## src/rtl/widget_fifo_rtl.sv

```systemverilog
// Elastic WIDTH x DEPTH word buffer with valid/ready on both sides.
// Each accepted word is transformed by mode at push time and stored already transformed.
module widget_fifo_rtl #(
   parameter int WIDTH = 8,
   parameter int DEPTH = 4,
   parameter int CW    = $clog2(DEPTH + 1)
) (
   input  logic             clk,
   input  logic             rst_n,
   input  logic             in_valid,
   output logic             in_ready,
   input  logic [WIDTH-1:0] data_in,
   input  logic [1:0]       mode,
   output logic             out_valid,
   input  logic             out_ready,
   output logic [WIDTH-1:0] data_out,
   output logic [CW-1:0]    level
);

   localparam int            AW      = (DEPTH > 1) ? $clog2(DEPTH) : 1;
   localparam logic [CW-1:0] LV_FULL = CW'(DEPTH);
   localparam logic [CW-1:0] LV_ZERO = {CW{1'b0}};

   logic [WIDTH-1:0] r_mem [DEPTH];
   logic [AW-1:0]    r_wr_ptr;
   logic [AW-1:0]    r_rd_ptr;
   logic [CW-1:0]    r_level;
   logic [WIDTH-1:0] r_prev;

   logic             w_in_ready;
   logic             w_out_valid;
   logic             w_push;
   logic             w_pop;
   logic [WIDTH-1:0] w_word;

   function automatic logic [WIDTH-1:0] bit_rev(input logic [WIDTH-1:0] d);
      logic [WIDTH-1:0] r;
      r = {WIDTH{1'b0}};
      for (int i = 0; i < WIDTH; i++) begin
         r[i] = d[WIDTH-1-i];
      end
      return r;
   endfunction

   // Handshakes depend only on the registered level, so out_ready never reaches in_ready.
   assign w_in_ready  = (r_level != LV_FULL);
   assign w_out_valid = (r_level != LV_ZERO);
   assign w_push      = in_valid && w_in_ready;
   assign w_pop       = w_out_valid && out_ready;

   // Per-word transform selected by mode at the moment of acceptance.
   always_comb begin
      w_word = data_in;
      case (mode)
         2'b00:   w_word = data_in;
         2'b01:   w_word = ~data_in;
         2'b10:   w_word = bit_rev(data_in);
         2'b11:   w_word = data_in ^ r_prev;
         default: w_word = data_in;
      endcase
   end

   // Storage array is deliberately not reset; level gating keeps stale entries off data_out.
   always_ff @(posedge clk) begin
      if (w_push) begin
         r_mem[r_wr_ptr] <= w_word;
      end
   end

   // Pointers wrap naturally modulo DEPTH; prev always tracks the raw pushed value.
   always_ff @(posedge clk or negedge rst_n) begin
      if (!rst_n) begin
         r_wr_ptr <= {AW{1'b0}};
         r_rd_ptr <= {AW{1'b0}};
         r_prev   <= {WIDTH{1'b0}};
      end else begin
         if (w_push) begin
            r_wr_ptr <= r_wr_ptr + AW'(1'b1);
            r_prev   <= data_in;
         end
         if (w_pop) begin
            r_rd_ptr <= r_rd_ptr + AW'(1'b1);
         end
      end
   end

   always_ff @(posedge clk or negedge rst_n) begin
      if (!rst_n) begin
         r_level <= LV_ZERO;
      end else begin
         case ({w_push, w_pop})
            2'b10:   r_level <= r_level + CW'(1'b1);
            2'b01:   r_level <= r_level - CW'(1'b1);
            default: r_level <= r_level;
         endcase
      end
   end

   assign in_ready  = w_in_ready;
   assign out_valid = w_out_valid;
   assign level     = r_level;
   assign data_out  = w_out_valid ? r_mem[r_rd_ptr] : {WIDTH{1'b0}};

endmodule

```

## config.mk

```make
export PLATFORM = sky130hd
export DESIGN_NAME = widget_fifo_rtl
export DESIGN_NICKNAME = d
export VERILOG_FILES = /design/src/rtl/widget_fifo_rtl.sv
export SDC_FILE = /design/constraint.sdc
export NUM_CORES = 1
export LEC_CHECK = 0
export ABC_AREA = 1
export ABC_CLOCK_PERIOD_IN_PS = 4100
export CORE_ASPECT_RATIO = 1.2
export CORE_MARGIN = 3
export CORE_UTILIZATION = 53
export DETAILED_ROUTE_END_ITERATION = 12
export PLACE_DENSITY = 0.76
export SYNTH_ARGS = -nofsm -noshare
export SYNTH_HDL_FRONTEND = slang
export SYNTH_SLANG_ARGS = --single-unit
```

## constraint.sdc

```tcl
create_clock -name clk -period 4.1 [get_ports clk]
set_input_delay 1.23 -clock clk [delete_from_list [all_inputs] [get_ports clk]]
set_output_delay 1.23 -clock clk [all_outputs]
set_load 0.01 [all_outputs]
```

==> metrics, run 1 <==
Post-Synth XOR/XNOR Area=0.7081%; Via density=4.865; HP Class=reg -> reg; Tot Pwr=1800 uW; vias in the first global route=1626; R2R setup slack=2220 ps; initial antenna violation count=0; antenna cell count=0; CP Data Arrival Time=2180 ps; Clock Tree Buf Depth=2; Post-Route WL=4602 um; GRT Total Usage=18.06%; GR Overflow Total=0; Pwr Density=634.9 nW/um^2; crit path launch=r_rd_ptr[0]$_DFFE_PN0P_; FFs w/ async S/R, synth=31.91%; Least-Margin Pin Slew=834.4 ps; post-synthesis cell count=287; clock power share=15.5%; Switching Power=673.4 uW; total core area=4392 sq um; status=finished clean; #FFs+latches synth=47; drt wl/cell=12.40 um; most common cell after layout, fill and taps aside=nand2_1; skew final=4.508 ps; register area share after synthesis=54.02%; Residual DRC=0; Post-Synth Adder-Cell Area=3.338%; drt first-iter violations=69; Setup TNS=0 ps; yosys warns=0; commonest register cell after synthesis=edfxtp_1; Finished Cell Area=2835 sq um; Mapped Area=2474 sq um; register area=1336 sq um; largest family of logic cells by synthesized area=simple AND/OR/NAND/NOR gates; Pins Over Slew Limit=0; layout cells sized above 1=5.714%; dpl cell area=2744 sq um; Post-synth EDFFs=32; r2r endpoint=level[2]$_DFFE_PN0P_; worst setup path end=data_out[3]; mean post-synth cell area=8.619 sq um; Flop pwr share=42.1%; Die Y=80.84 um; R2R cell count=10; Comb power frac=42.4%; Finished Layout Cells=371; area occupied by multi-input gates=820.8 sq um; Layout area overhead=14.62%; period utilization=83.23%; final hold violation count=0; Die X=68.37 um; total number of vias=1805; I/O Buffers=26; fill count=367; NumNets Final=334; H-Tree Depth=2; highest clock rate=293.0 MHz; commonest non-fill, non-tap cells in the layout=93 x nand2_1, 64 x inv_1, 32 x edfxtp_1, 27 x nand3_1, 26 x clkdlybuf4s50_1; # Post-CTS Setup Buffers=0; pin count of the biggest net entering global routing=24; Final HPWL DP=3218 um; simple-gate share of the synthesized area=25.34%; Inserted Clock Buffers=5; maximum vdd drop=272.0 uV; Critical Path Fanout Max=19; Initial Util=56.32%; Max Cap Violations=0; Pleak=0.001334 uW; drt pass-1 iters=4; Final setup violation count=0; cell-internal power=1127 uW; # IOs=27; worst skew pair latency=290 ps; Tmin final=3412 ps; first-pass GRT wire length=7300 um; RSZ-0062 raised after global routing=false; Placed Instances=363; post-route ant nets=0; Worst-path clk slew=80 ps; required time of the critical path=2870 ps; switching share of power=37.40%; complex-gate fraction of the synthesized area=3.794%; Die ar.=5526 sq um; crit start category=register; Post-Syn Nets=307; library cells used by synthesis=23; CP endpoint kind=output port; cts hold-fix bufs=0; kind of critical path=reg -> out; Slew HR=44.20%; Cell Rows=26; CTS root buffer=clkbuf_8; RR Startpoint=level[0]$_DFFE_PN0P_; mux contribution to synthesized area=0%; clock sink count=47; CTS tree=done; post_cts resized=0; GP Congestion=0.7751
Yosys cell counts, types with 2 or more instances:
library cell / n / area share [%]
a21oi_1: 7 / 1.4
buf_4: 2 / 0.61
buf_6: 4 / 1.8
dfrtp_1: 15 / 15
edfxtp_1: 32 / 39
ha_1: 5 / 2.5
inv_1: 64 / 9.7
inv_2: 2 / 0.30
nand2_1: 93 / 14
nand3_1: 27 / 5.5
nand3_2: 2 / 0.81
nand4_1: 9 / 2.3
nor2_1: 5 / 0.76
nor2_2: 2 / 0.51
o21ai_1: 9 / 1.8
xnor2_1: 2 / 0.71
layer usage:
layer / wire [um] / share of wire [%] / track usage [%]
met1: 2004 / 44 / 22.47
met2: 2290 / 50 / 31.53
met5: 0 / 0 / 0
met4: 50 / 1.1 / 5.368
met3: 257 / 5.6 / 3.320
power by group through the flow:
stage | combinational [uW] | clock (uW) | sequential [uW]
6_report | 764 | 279 | 758
3_5_place_dp | 771 | 0 | 769
4_1_cts | 776 | 288 | 758
5_1_grt | 854 | 301 | 776
2_1_floorplan | 543 | 0 | 719
3_3_place_gp | 751 | 0 | 763
critical path: stages (launching register included):
cell and delay, ps:
dfrtp_1 800, inv_6 160, nand2_1 110, nand3_1 70
a21oi_1 180, clkdlybuf4s50_1 560
cell families (layout without fill, tap and decap cells):
logic type	Yosys count	after routing
AOI/OAI and AO/OA	18	18
xor gates and xnor gates	2	2
adders and majority gates	6	6
buffers and inverters	73	101
DFF	47	47
and+or+nand+nor	141	141
cell type report:
type	instances	share of cell area, %
tap	56	2.471
inverter	67	9.047
timing repair buffer	26	9.179
clock buffer	7	3.045
sequential	47	47.13
clock inverter	1	0.1765
multi-input combinational	167	28.95
state kept, by name, indices dropped and copies added, names as in the netlist:
| register | count |
|---|---|
| level | 3 |
| r_wr_ptr | 2 |
| r_prev | 8 |
| r_rd_ptr | 2 |
| r_mem | 32 |
worst min-delay path by stage:
stage                                     start               endpoint  depth (start not counted)  slack [ps]
final                      level[0]$_DFFE_PN0P_   level[0]$_DFFE_PN0P_                          1         520
after global routing      r_prev[1]$_DFFE_PN0P_  r_prev[1]$_DFFE_PN0P_                          2         540
after CTS                 r_prev[3]$_DFFE_PN0P_  r_prev[3]$_DFFE_PN0P_                          2         530
after detailed placement  r_prev[3]$_DFFE_PN0P_  r_prev[3]$_DFFE_PN0P_                          2         510
after global placement    r_prev[3]$_DFFE_PN0P_  r_prev[3]$_DFFE_PN0P_                          2         500
after floorplan           r_prev[5]$_DFFE_PN0P_  r_prev[5]$_DFFE_PN0P_                          2         480
stage by stage:
step | utilization, % | hold slack (ps) | setup WS, ps
2_1_floorplan | - | 480.0 | 1737
5_1_grt | 64.56 | 540.6 | 571.5
6_report | 64.56 | 522.9 | 687.6
3_3_place_gp | 62.48 | 495.5 | 1036
4_1_cts | 64.56 | 527.2 | 678.3
3_5_place_dp | 62.48 | 507.6 | 1009
No activity file was read; power rests on OpenSTA's default activity.
==> inputs of run 2 (changes only) <==
Settings changed: ABC_CLOCK_PERIOD_IN_PS 4100 to 3410.
Clock period 4.1 ns to 3.41 ns, I/O delays scaled along.
==> metrics, run 2 (synthesis results as in run 1) <==
r2r endpoint=level[2]$_DFFE_PN0P_ (unchanged); total number of vias=1841 (was 1805); drt wl/cell=12.36 um (was 12.40 um); Least-Margin Pin Slew=795.8 ps (was 834.4 ps); GRT Total Usage=18.56% (was 18.06%); period utilization=88.02%; vias in the first global route=1638 (was 1626); CP Data Arrival Time=1980 ps (was 2180 ps); drt pass-1 iters=4 (unchanged); crit path launch=r_rd_ptr[0]$_DFFE_PN0P_ (unchanged); Residual DRC=0 (unchanged); Cell Rows=26 (unchanged); status=finished clean (unchanged); highest clock rate=333.2 MHz; Slew HR=46.78% (was 44.20%); Largest Register=r_mem (unchanged); I/O Buffers=26 (unchanged); skew final=7.047 ps (was 4.508 ps); Final HPWL DP=3332 um (was 3218 um); Worst-path clk slew=90 ps (was 80 ps); Critical Path Fanout Max=10 (was 19); post_cts resized=0 (unchanged); Max Cap Violations=0 (unchanged); maximum vdd drop=362.4 uV (was 272.0 uV); most common cell after layout, fill and taps aside=nand2_1 (unchanged); fill count=344 (was 367); total core area=4392 sq um (unchanged); Die X=68.37 um (unchanged); layout cells sized above 1=7.788% (was 5.714%); initial antenna violation count=0 (unchanged); crit start category=register (unchanged); Pwr Density=788.3 nW/um^2 (was 634.9 nW/um^2); Layout area overhead=17.40% (was 14.62%); Setup TNS=0 ps (unchanged); # IOs=27 (unchanged); Clock Tree Buf Depth=2 (unchanged); max reg flops=32 (unchanged); final hold violation count=0 (unchanged); routed length on met1=1954 um (was 2004 um); antenna cell count=0 (unchanged); Inserted Clock Buffers=5 (unchanged); CTS tree=done (unchanged); met2 wire len=2388 um (was 2290 um); CTS root buffer=clkbuf_8 (unchanged); CP endpoint kind=output port (unchanged); Initial Util=56.32% (unchanged); commonest non-fill, non-tap cells in the layout=93 x nand2_1, 64 x inv_1, 32 x edfxtp_1, 27 x nand3_1, 26 x clkdlybuf4s50_1 (unchanged); Final setup violation count=0 (unchanged); worst skew pair latency=300 ps (was 290 ps); Max Used Layer=met4 (unchanged); Via density=4.883 (was 4.865); required time of the critical path=2390 ps (was 2870 ps); GR Overflow Total=0 (unchanged); H-Tree Depth=2 (unchanged); cts hold-fix bufs=0 (unchanged); RR Startpoint=level[0]$_DFFE_PN0P_ (unchanged); NumNets Final=340 (was 334); clock sink count=47 (unchanged); drt first-iter violations=92 (was 69); first-pass GRT wire length=7355 um (was 7300 um); worst hold path cell count=1 (unchanged); # Post-CTS Setup Buffers=0 (unchanged); WL met3=205 um (was 257 um); HP Class=reg -> reg (unchanged); kind of critical path=reg -> out (unchanged); hold_sp=level[0]$_DFFE_PN0P_ (unchanged); RSZ-0062 raised after global routing=false (unchanged); Pleak=0.001372 uW (was 0.001334 uW); Tmin final=3001 ps; R2R cell count=10 (unchanged); post-route ant nets=0 (unchanged); Pins Over Slew Limit=0 (unchanged); Core Util, Final=66.13% (was 64.56%); pin count of the biggest net entering global routing=24 (unchanged); R2R setup slack=1500 ps (was 2220 ps); Post-Route WL=4659 um (was 4602 um); Die ar.=5526 sq um (unchanged); GP Congestion=0.7833 (was 0.7751); worst setup path end=data_out[0] (was data_out[3]); Die Y=80.84 um (unchanged)
[run 2: cell types whose count changed in the layout (fill, tap and decap cells not counted), sizes merged]
cell / before / now
inv: 67 / 68
clkinvlp: 0 / 1
clkinv: 1 / 0
clkbuf: 7 / 5
bufinv: 0 / 1
buf: 0 / 6
[run 2: how the worst min path moves through the flow]
stage                                 end  slack [ps]
CTS                  level[0]$_DFFE_PN0P_         520
global placement    r_prev[5]$_DFFE_PN0P_         500
finish               level[0]$_DFFE_PN0P_         520
global route         level[0]$_DFFE_PN0P_         540
detailed placement   level[0]$_DFFE_PN0P_         510
floorplan           r_prev[5]$_DFFE_PN0P_         480
[run 2: critical path, cell delays in order, from the launching register on]
cell and delay, ps:
dfrtp_1 530, buf_4 250, nand2_1 70, nand3_1 70
a21oi_1 190, clkdlybuf4s50_1 560
[run 2: layout make-up]
class	instances	area (sq um)	share of cell area [%]
clock buffers	5	68.82	2.370
multi-input cells	167	820.8	28.26
flip-flops and latches	47	1336	46.01
well taps	56	70.07	2.413
repair buffers	32	305.3	10.51
inverters	67	256.5	8.832
clock inverters	3	46.29	1.594
[run 2: where the power goes]
group / internal (uW) / total [uW] / switching (uW)
Sequential: 780 / 877 / 96.5
Combinational: 442 / 998 / 556
Clock: 221 / 414 / 193
[run 2: per-layer routing]
metal	GRT usage, %	up-vias
li1	-	958
met1	22.21	825
met2	31.24	47
met3	3.596	11
met4	9.543	0
met5	0	-
[run 2: per-stage QoR]
stage	power [uW]	hold WS, ps	setup WS, ps	instance area (sq um)	instances
after global placement	1860	501.0	675.4	2789	369
final	2289	523.6	408.7	2904	377
after floorplan	1517	480.0	1254	2474	287
after global routing	2455	543.4	320.1	2904	377
after CTS	2309	520.4	405.6	2904	377
after detailed placement	1897	508.4	596.7	2789	369
==> inputs of run 3 (changes only) <==
Settings changed: CELL_PAD_IN_SITES_DETAIL_PLACEMENT from default to 2, CELL_PAD_IN_SITES_GLOBAL_PLACEMENT from default to 2, CORE_UTILIZATION 53 to 34, PLACE_DENSITY 0.76 to default, PLACE_DENSITY_LB_ADDON from default to 0.1.
==> metrics, run 3 (synthesis results as in run 1) <==
Tmin final=3216 ps (was 3001 ps); CP cell instances=inv_6, nand2_1, nand3_1, a21oi_1, clkdlybuf4s50_1 (was buf_4, nand2_1, nand3_1, a21oi_1, clkdlybuf4s50_1); CP Data Arrival Time=2190 ps (was 1980 ps); H-Tree Depth=2 (unchanged); Critical Path Fanout Max=19 (was 10); highest clock rate=310.9 MHz (was 333.2 MHz); CP endpoint kind=output port (unchanged); GP Congestion=0.7447 (was 0.7833); required time of the critical path=2390 ps (about the same); Finished Cell Area=2919 sq um (was 2904 sq um); final hold violation count=0 (unchanged); Least-Margin Pin Slew=846.5 ps (was 795.8 ps); post_cts resized=0 (unchanged); clock sink count=47 (unchanged); first-pass GRT wire length=10340 um (was 7355 um); most common cell after layout, fill and taps aside=nand2_1 (unchanged); crit path launch=r_rd_ptr[0]$_DFFE_PN0P_ (unchanged); HP Class=reg -> reg (unchanged); Setup TNS=0 ps (unchanged); total number of vias=1903 (was 1841); RSZ-0062 raised after global routing=false (unchanged); I/O Buffers=26 (unchanged); GRT Total Usage=15.67% (was 18.56%); kind of critical path=reg -> out (unchanged); period utilization=94.31% (was 88.02%); vias in the first global route=2085 (was 1638); Inserted Clock Buffers=5 (unchanged); critical-path cell with the highest stage delay=dfrtp_1 (was clkdlybuf4s50_1); Final setup violation count=0 (unchanged); CTS tree=done (unchanged); cts hold-fix bufs=0 (unchanged); maximum vdd drop=332.9 uV (was 362.4 uV); Layout area overhead=18.01% (was 17.40%); drt pass-1 iters=4 (unchanged); Initial Util=35.66% (was 56.32%); post-route ant nets=0 (unchanged); status=finished clean (unchanged); dpl cell area=2820 sq um (was 2789 sq um); # Post-CTS Setup Buffers=0 (unchanged); max reg flops=32 (unchanged); drt first-iter violations=91 (was 92); Via density=4.676 (was 4.883); Worst-path clk slew=90 ps (about the same); Max Cap Violations=0 (unchanged); RR Startpoint=level[0]$_DFFE_PN0P_ (unchanged); worst skew pair latency=300 ps (about the same); Die Y=99.44 um (was 80.84 um); Slew HR=43.39% (was 46.78%); GR Overflow Total=0 (unchanged); Pins Over Slew Limit=0 (unchanged); layout cells sized above 1=7.500% (was 7.788%); skew final=11.13 ps (was 7.047 ps); CTS root buffer=clkbuf_8 (unchanged); total core area=6937 sq um (was 4392 sq um); # IOs=27 (unchanged); Final HPWL DP=4641 um (was 3332 um); Residual DRC=0 (unchanged); Post-Route WL=6131 um (was 4659 um); drt wl/cell=15.06 um (was 12.36 um); NumNets Final=339 (was 340); worst hold path cell count=2 (was 1); Die X=83.87 um (was 68.37 um); hold_sp=r_prev[4]$_DFFE_PN0P_ (was level[0]$_DFFE_PN0P_); crit start category=register (unchanged); Die ar.=8339 sq um (was 5526 sq um); CP peak stage delay=780 ps (was 560 ps); R2R cell count=10 (unchanged); pin count of the biggest net entering global routing=24 (unchanged); initial antenna violation count=0 (unchanged); Pleak=0.001360 uW (was 0.001372 uW); Largest Register=r_mem (unchanged); Pwr Density=770.5 nW/um^2 (was 788.3 nW/um^2); commonest non-fill, non-tap cells in the layout=93 x nand2_1, 64 x inv_1, 32 x edfxtp_1, 27 x nand3_1, 26 x clkdlybuf4s50_1 (unchanged); antenna cell count=0 (unchanged); Cell Rows=33 (was 26); Clock Tree Buf Depth=2 (unchanged)
[run 3: final timing paths]
path	endpoint	slack, ps
max	data_out[4]	190
min	r_prev[4]$_DFFE_PN0P_	530
max reg2reg	level[2]$_DFFE_PN0P_	1440
min reg2reg	r_prev[4]$_DFFE_PN0P_	530
max in group asynchronous	r_prev[0]$_DFFE_PN0P_	1680
min in group asynchronous	level[0]$_DFFE_PN0P_	1200
[run 3: power by group]
part / switching [uW] / total [uW] / internal (uW)
Sequential: 115 / 896 / 780
Combinational: 559 / 994 / 435
Clock: 194 / 360 / 166
Total: 868 / 2250 / 1380
[run 3: metal layers]
metal  track usage, %  share of wire [%]  vias up
li1                 -                  -      953
met1            18.80                 44      920
met2            28.66                 52       24
met3            2.486                2.6        6
met4            4.950                1.2        0
met5                0                  0        -
[run 3: critical path, delay by kind of cell (launching register included)]
kind / cells / cell delay [ps]
AOI/OAI and AO/OA: 1 / 190
buffers and inverters: 2 / 720
DFF: 1 / 780
and+or+nand+nor: 2 / 200
[run 3: final cells by class]
class,instances,area (sq um)
Clock buffer,6,82.58
Clock inverter,2,16.27
Fill cell,787,4018
Inverter,67,256.5
Multi-Input combinational cell,167,820.8
Sequential cell,47,1336
Tap cell,87,108.9
Timing Repair Buffer,31,297.8
[run 3: per-stage QoR]
| stage | power (uW) | hold WS [ps] | util, % | worst slack, ps | std cells |
|---|---|---|---|---|---|
| 2_1_floorplan | 1517 | 480.0 | - | 1254 | 287 |
| 3_3_place_gp | 1876 | 495.2 | 40.66 | 607.1 | 399 |
| 3_5_place_dp | 1930 | 514.8 | 40.66 | 483.6 | 399 |
| 4_1_cts | 2298 | 537.2 | 42.08 | 124.7 | 407 |
| 5_1_grt | 2449 | 566.4 | 42.08 | 8.259 | 407 |
| 6_report | 2249 | 525.6 | 42.08 | 194.0 | 407 |
